## src/rtl/rob_alloc_if.sv

```systemverilog
// Decoder <-> ROB allocator bus: group allocation handshake, commit/flush
// controls and the allocator's pointer/status view.
interface rob_alloc_if #(
    parameter int WIDTH = 4,
    parameter int PTR_W = 5
);
    logic                   alloc_valid;
    logic [2:0]             alloc_count;
    logic                   alloc_ready;
    logic [WIDTH*PTR_W-1:0] alloc_entries;
    logic [2:0]             commit_count;
    logic                   flush;
    logic [PTR_W-1:0]       head_ptr;
    logic [PTR_W-1:0]       tail_ptr;
    logic [PTR_W:0]         occupancy;
    logic                   empty;
    logic                   full;
    logic                   err;

    modport master (
        output alloc_valid, alloc_count, commit_count, flush,
        input  alloc_ready, alloc_entries, head_ptr, tail_ptr, occupancy, empty, full, err
    );

    modport slave (
        input  alloc_valid, alloc_count, commit_count, flush,
        output alloc_ready, alloc_entries, head_ptr, tail_ptr, occupancy, empty, full, err
    );
endinterface

```

## src/rtl/rob_allocator.sv

```systemverilog
// Reorder-buffer allocator: circular head/tail pointers with group allocation,
// in-order group commit, one-cycle flush state and a sticky protocol error flag.
module rob_allocator #(
    parameter int WIDTH = 4,
    parameter int DEPTH = 32,
    parameter int PTR_W = 5
) (
    input  logic         clk,
    input  logic         rst,
    rob_alloc_if.slave   bus
);
    typedef enum logic {RUN, FLUSH} state_t;

    localparam logic [PTR_W+1:0] DEPTH_EXT = (PTR_W+2)'(DEPTH);
    localparam logic [PTR_W+1:0] WIDTH_EXT = (PTR_W+2)'(WIDTH);

    state_t           r_state;
    logic [PTR_W-1:0] r_head;
    logic [PTR_W-1:0] r_tail;
    logic [PTR_W:0]   r_occ;
    logic             r_err;

    logic [PTR_W+1:0] w_allocExt;
    logic [PTR_W+1:0] w_commitExt;
    logic [PTR_W+1:0] w_occExt;
    logic [PTR_W+1:0] w_free;
    logic [PTR_W+1:0] w_allocStep;
    logic [PTR_W+1:0] w_commitN;
    logic [PTR_W+1:0] w_occNext;
    logic             w_allocOk;
    logic             w_fire;
    logic             w_errSet;

    // All occupancy arithmetic is done two bits wider than the pointers so nothing wraps.
    assign w_allocExt  = {{(PTR_W-1){1'b0}}, bus.alloc_count};
    assign w_commitExt = {{(PTR_W-1){1'b0}}, bus.commit_count};
    assign w_occExt    = {1'b0, r_occ};
    assign w_free      = DEPTH_EXT - w_occExt;
    assign w_allocOk   = (w_allocExt <= WIDTH_EXT);

    // Ready uses only registered occupancy; a commit this cycle gives no credit.
    assign bus.alloc_ready = !rst && (r_state == RUN) && w_allocOk && (w_free >= w_allocExt);

    assign w_fire      = bus.alloc_valid && bus.alloc_ready && !bus.flush;
    assign w_allocStep = w_fire ? w_allocExt : '0;

    always_comb begin
        w_commitN = w_commitExt;
        if (w_commitN > w_occExt) w_commitN = w_occExt;
        if (w_commitN > WIDTH_EXT) w_commitN = WIDTH_EXT;
    end

    assign w_occNext = w_occExt + w_allocStep - w_commitN;

    // A flush cycle's commit cannot raise err; an oversized alloc request always can.
    assign w_errSet = (bus.alloc_valid && !w_allocOk)
                    || (!bus.flush && ((w_commitExt > w_occExt) || (w_commitExt > WIDTH_EXT)))
                    || w_occNext[PTR_W+1];

    always_ff @(posedge clk or posedge rst) begin
        if (rst) begin
            r_state <= RUN;
            r_head  <= '0;
            r_tail  <= '0;
            r_occ   <= '0;
            r_err   <= 1'b0;
        end else begin
            if (w_errSet) r_err <= 1'b1;
            if (bus.flush) begin
                r_state <= FLUSH;
                r_head  <= r_tail;
                r_occ   <= '0;
            end else begin
                r_state <= RUN;
                r_tail  <= r_tail + w_allocStep[PTR_W-1:0];
                r_head  <= r_head + w_commitN[PTR_W-1:0];
                r_occ   <= w_occNext[PTR_W:0];
            end
        end
    end

    for (genvar i = 0; i < WIDTH; i++) begin : g_entries
        assign bus.alloc_entries[PTR_W*i +: PTR_W] = r_tail + PTR_W'(i);
    end

    assign bus.head_ptr  = r_head;
    assign bus.tail_ptr  = r_tail;
    assign bus.occupancy = r_occ;
    assign bus.empty     = (r_occ == '0);
    assign bus.full      = (w_occExt == DEPTH_EXT);
    assign bus.err       = r_err;
endmodule

```

## src/flat_wrapper.sv

```systemverilog
// flat-port wrapper written by rule: the top's interface ports become plain ports
module rob_allocator_flat 
#(
    parameter int WIDTH = 4,
    parameter int DEPTH = 32,
    parameter int PTR_W = 5
)
  (clk, rst, bus_alloc_valid, bus_alloc_count, bus_commit_count, bus_flush, bus_alloc_ready, bus_alloc_entries, bus_head_ptr, bus_tail_ptr, bus_occupancy, bus_empty, bus_full, bus_err);
  rob_alloc_if #(.WIDTH(WIDTH), .PTR_W(PTR_W)) bus_i ();
  input  logic clk;
  input  logic rst;
  input wire logic [$bits(bus_i.alloc_valid)-1:0] bus_alloc_valid;
  input wire logic [$bits(bus_i.alloc_count)-1:0] bus_alloc_count;
  input wire logic [$bits(bus_i.commit_count)-1:0] bus_commit_count;
  input wire logic [$bits(bus_i.flush)-1:0] bus_flush;
  output wire logic [$bits(bus_i.alloc_ready)-1:0] bus_alloc_ready;
  output wire logic [$bits(bus_i.alloc_entries)-1:0] bus_alloc_entries;
  output wire logic [$bits(bus_i.head_ptr)-1:0] bus_head_ptr;
  output wire logic [$bits(bus_i.tail_ptr)-1:0] bus_tail_ptr;
  output wire logic [$bits(bus_i.occupancy)-1:0] bus_occupancy;
  output wire logic [$bits(bus_i.empty)-1:0] bus_empty;
  output wire logic [$bits(bus_i.full)-1:0] bus_full;
  output wire logic [$bits(bus_i.err)-1:0] bus_err;
  assign bus_i.alloc_valid = bus_alloc_valid;
  assign bus_i.alloc_count = bus_alloc_count;
  assign bus_i.commit_count = bus_commit_count;
  assign bus_i.flush = bus_flush;
  assign bus_alloc_ready = bus_i.alloc_ready;
  assign bus_alloc_entries = bus_i.alloc_entries;
  assign bus_head_ptr = bus_i.head_ptr;
  assign bus_tail_ptr = bus_i.tail_ptr;
  assign bus_occupancy = bus_i.occupancy;
  assign bus_empty = bus_i.empty;
  assign bus_full = bus_i.full;
  assign bus_err = bus_i.err;
  rob_allocator #(.WIDTH(WIDTH), .DEPTH(DEPTH), .PTR_W(PTR_W)) u_core (.clk(clk), .rst(rst), .bus(bus_i));
endmodule
```

## config.mk

```make
export PLATFORM = sky130hd
export DESIGN_NAME = rob_allocator_flat
export DESIGN_NICKNAME = d
export VERILOG_FILES = /design/src/rtl/rob_alloc_if.sv /design/src/rtl/rob_allocator.sv /design/src/flat_wrapper.sv
export SDC_FILE = /design/constraint.sdc
export NUM_CORES = 1
export LEC_CHECK = 0
export ABC_CLOCK_PERIOD_IN_PS = 4200
export CAP_MARGIN = 30
export CORE_MARGIN = 2
export CORE_UTILIZATION = 48
export DETAILED_ROUTE_END_ITERATION = 8
export PLACE_DENSITY = 0.8
export SYNTH_ARGS = -nofsm -noshare
export SYNTH_HDL_FRONTEND = slang
export SYNTH_SLANG_ARGS = --single-unit
```

## constraint.sdc

```tcl
create_clock -name clk -period 4.2 [get_ports clk]
set_input_delay 0.84 -clock clk [delete_from_list [all_inputs] [get_ports clk]]
set_output_delay 0.84 -clock clk [all_outputs]
set_load 0.01 [all_outputs]
```

# == Word level (Yosys, flattened, before mapping) ==
# Cells that the tools add are included.
# word_totals
output_inout_bits,40
wordCells,40
inputBits,10
register_bits,18
# classes
n_bitwise,1
eq_ne,1
order_cmp,5
n_addsub,8
mux,6
reduce_logical,14
# op_table
operator,count
$mux 6,3
$add 5x2->5 const B,2
$add 5x5->5,2
$add 6x7->7,1
$ge 7x3->1,1
$logic_and 1x1->1,7
$sub 6x6->7 const A,1
$sub 7x6->7,1
$eq 6x6->1 const B,1
$gt 3x6->1,1
$gt 6x3->1 const B,1
$logic_not 6->1,1
$add 5x1->5 const B,1
$mux 5,1
$gt 3x3->1 const B,1
$le 3x3->1 const B,1
$logic_not 1->1,3
$logic_or 1x1->1,3
$mux 3,1
$mux 1,1
$not 1->1,1

# == Depth between registers and ports, before layout ==
# depth
ltp_word,10
ltp_mapped,15
ltp_nobuf,15

# == Worst setup path before layout ==
# Ideal clock, no wire load.
# synth_path
kind,input to register
from,in bus_commit_count[2]
to,"reg u_core.r_err, in the netlist u_core.bus.err"
cell_stages,11
setup_ns,0.092
path_slack_ns,0.772
t_arrival_ns,3.336
required_time_ns,4.108
n_path_buf,0
path_cell_list,ha_1 a21oi_1 nand2_1 nand4_1 mux2i_1 fa_1 fa_1 nor2b_1 o2111ai_1 a31o_1 o2111ai_1
# synth_via
elab_chain_cells,6
elab_cells_between_ends,10
cone_classes,add/sub: 1; order compare: 3; mux: 2; reduce/logical: 4
# synth_lines
item,line,text
"start, declared",flat_wrapper.sv:14,input wire logic [$bits(bus_i.commit_count)-1:0] bus_commit_count;
$gt 3x6->1,"rob_allocator.sv:49, rob_allocator.sv:57",
$mux 6,rob_allocator.sv:49,if (w_commitN > w_occExt) w_commitN = w_occExt;
$gt 6x3->1,rob_allocator.sv:50,if (w_commitN > WIDTH_EXT) w_commitN = WIDTH_EXT;
$mux 6,rob_allocator.sv:50,
$sub 7x6->7,rob_allocator.sv:53,assign w_occNext = w_occExt + w_allocStep - w_commitN;
$logic_or 1x1->1 (*),rob_allocator.sv:58,|| w_occNext[PTR_W+1];
"end signal, assigned",rob_allocator.sv:66,r_err <= 1'b0;
"end signal, assigned",rob_allocator.sv:68,if (w_errSet) r_err <= 1'b1;
"end, declared",rob_allocator.sv:21,logic r_err;
# Every way passes the cells marked *; elsewhere a longest branch is shown, timed or not.
# A chain may end at the register's enable or synchronous reset.

# == Final worst setup path ==
# layout_path
from,in bus_alloc_count[0]
to,"reg u_core.r_err, in the netlist u_core.bus.err"
# layout_via
elab_chain_cells,9
elab_cells_between_ends,13
cone_classes,add/sub: 2; order compare: 2; mux: 1; reduce/logical: 8
# layout_lines
item,line,text
"start, declared",flat_wrapper.sv:13,input wire logic [$bits(bus_i.alloc_count)-1:0] bus_alloc_count;
branches (longest 8 deep; another with $ge 7x3->1),--,
$logic_or 1x1->1 (*),rob_allocator.sv:58,
# Mark *: on every way between the ends.

==> key figures <==
Clocking
  • Setup Buffers After CTS: 0
  • Hold buffer count at CTS: 0
  • TritonCTS buffer count: 3
  • Sink Count: 18
  • # H-tree levels: 1
  • Post_cts resized: 0
  • CTS root buffer: clkbuf_8
  • Worst-Skew Late Latency: 0.26 ns
  • Clock Path Buffers: 2
  • Reg clk slew, reported paths: 0.07 ns
  • TritonCTS clock tree: yes

Place
  • Dpl cell area: 2357 um2
  • Cells after DPL: 295
  • Pre-CTS WS: 0.1373 ns
  • Final GP Congestion: 0.8163
  • Port Buffers: 49
  • HPWL Detailed: 3.266 mm

STA
  • RSZ-0062 raised after global routing: no
  • Final hold vios: 0
  • Crit path time final: 3.811 ns
  • Actual slew at the worst max-slew pin: 0.7074 ns
  • Crit share post-route: 0.9074
  • Setup total negative slack: 0 ns
  • Final worst-path setup slack: 0.3887 ns
  • Final setup violation count: 0
  • Final Skew: 0.001777 ns
  • Rel. slew slack: 0.5279
  • Fin Hold WS: 0.6376 ns
  • Final Max Tran Viols: 0
  • Fmax: 0.2624 GHz

Finish
  • Nets: 295
  • Area delta synth->final: 31.33%
  • Share of cells above drive strength 1: 0.04382
  • Fin cells: 299
  • # diodes: 0
  • Final Cell Area: 2412 um2
  • Most frequent cells in the layout: 49 x clkdlybuf4s50_1, 28 x ha_1, 23 x inv_1
  • Final Util: 0.6589
  • Commonest non-fill, non-tap cell in the layout: clkdlybuf4s50_1

Worst setup path
  • Worst path max stage delay: 0.50 ns
  • Crit. End Element: flip-flop
  • CP Class: in2reg
  • Crit path launch: bus_alloc_count[0]
  • CP top delay family: adder cells
  • Critical Path Slowest Stage Cell: clkdlybuf4s50_1
  • CP Data Arrival Time: 3.98 ns
  • FF-to-FF Start: u_core.bus.occupancy[2]
  • CP Max Fanout: 3
  • Critical-path cell list: clkdlybuf4s50_1 -> ha_1 -> nand2b_1 -> a21o_1 -> a221oi_2 -> or2_1 -> fa_1 -> fa_1 -> nor2b_1 -> o2111ai_1 -> a31o_1 -> o2111ai_1
  • CP Launch Type: primary input
  • CP Buf/Inv Count: 1
  • CP Data Required Time: 4.37 ns

Global routing
  • Initial antenna violation count: 0
  • First-pass GRT wire length: 7.086 mm
  • Gr ovfl total: 0
  • Largest net degree at the start of global routing: 29
  • Vias in the first global route: 1,534
  • Total track usage: 0.2077

Status
  • Status: complete, no violations

Pwr
  • Power Total: 1.523 mW
  • Leakage power: 1.130 nW
  • VDD IR max: 0.3161 mV
  • PD cells: 631.3 nW/um2

Route
  • DR pass1 iterations: 6
  • Final wirelength: 4.122 mm
  • Post-DRT Antenna Nets: 0
  • DRC: 0
  • WL/cell: 13.79 um
  • Drt initial violations: 63
  • Via Count: 1,582
  • Drt via density: 5.291

Yosys
  • Yosys warns: 0
  • Post-synth EDFFs: 0
  • Synth Register Bits: 18
  • Syn Inst Count: 204
  • Cell variety after synth: 43
  • Synth async-reset ratio: 1.000
  • Syn Area/Cell: 9.004 um2
  • Mapped cell area: 1837 um2
  • Top_reg_cell synth: dfrtp_1
  • Sequential share of the synthesized area: 0.2452

Floorplan
  • Die area: 4338 um2
  • Core Area: 3661 um2
  • Core Rows: 22
  • Chip width: 65.86 um
  • Chip height: 65.86 um
  • Io pins: 50
  • Initial Util: 0.5017

Hold path
  • Min-delay worst type: reg2reg
  • Hold Startpoint: u_core.bus.tail_ptr[4]

Flow run
  • MaxCap Viol Count: 0
-- cells by family (layout without fill, tap and decap cells) --
kind of cell / count (synthesis) / count (layout) / share of synthesized area
compound gates: 34 / 34 / 0.1247
other cells: 2 / 4 / 0.004089
xor+xnor: 14 / 14 / 0.06676
buf+inv: 37 / 82 / 0.09741
mux: 5 / 5 / 0.02861
flops: 18 / 18 / 0.2452
fa+ha+maj: 33 / 33 / 0.2452
simple gates: 61 / 61 / 0.1880
-- sequential cells by signal (all words and copies together) (netlist names) --
signal and count:
u_core.bus.occupancy 6, u_core.bus.head_ptr 5, u_core.bus.err 1, u_core.bus.tail_ptr 5
u_core.r_state 1
-- path summary, 6_finish.rpt --
kind | to | slack (ns) | cells after the start
max | u_core.bus.err | 0.39 | 12
min | u_core.bus.tail_ptr[4] | 0.64 | 1
max reg2reg | u_core.bus.err | 0.72 | 16
min reg2reg | u_core.bus.tail_ptr[4] | 0.64 | 1
max in group asynchronous | u_core.bus.head_ptr[2] | 2.73 | 2
min in group asynchronous | u_core.bus.occupancy[5] | 1.02 | 2
-- final cells by class --
type,instances,area [um2]
multi-input cells,151,1215
well taps,48,60.06
clock buffers,4,55.05
inverters,24,103.9
flip-flops and latches,18,450.4
fillers,323,1249
repair buffers,54,528.0
-- cells in the mapped netlist, types with 2 or more instances --
library cell / count / area share
ha_1: 28 / 0.19
inv_1: 23 / 0.047
dfrtp_1: 18 / 0.25
nand2_1: 12 / 0.025
nor2_1: 9 / 0.018
o21ai_1: 8 / 0.022
a21oi_1: 7 / 0.019
buf_4: 7 / 0.029
xnor2_1: 7 / 0.033
xor2_1: 7 / 0.033
clkbuf_1: 6 / 0.012
nor3_1: 6 / 0.016
a21o_1: 5 / 0.020
fa_1: 5 / 0.054
nand2b_1: 5 / 0.017
nand3_1: 5 / 0.014
nor2b_1: 5 / 0.017
nor3b_1: 4 / 0.016
mux2i_1: 3 / 0.016
nand4b_1: 3 / 0.014
o21a_1: 3 / 0.012
and4_1: 2 / 0.0095
conb_1: 2 / 0.0041
mux2_1: 2 / 0.012
nand3b_1: 2 / 0.0082
nand4_1: 2 / 0.0068
o2111ai_1: 2 / 0.0095
-- power by group --
group	internal, mW	switching (mW)	total [mW]
sequential	0.231	0.0893	0.320
combinational	0.560	0.498	1.06
clock	0.0834	0.0612	0.145
-- routing by layer --
metal / part of all wire / routed length, um / track usage
met1: 0.46 / 1891 / 0.2776
met5: 0 / 0 / 0
met4: 0.019 / 78 / 0.05990
met2: 0.48 / 1996 / 0.3548
met3: 0.038 / 156 / 0.02044
Power figures use the tool's default switching activity.
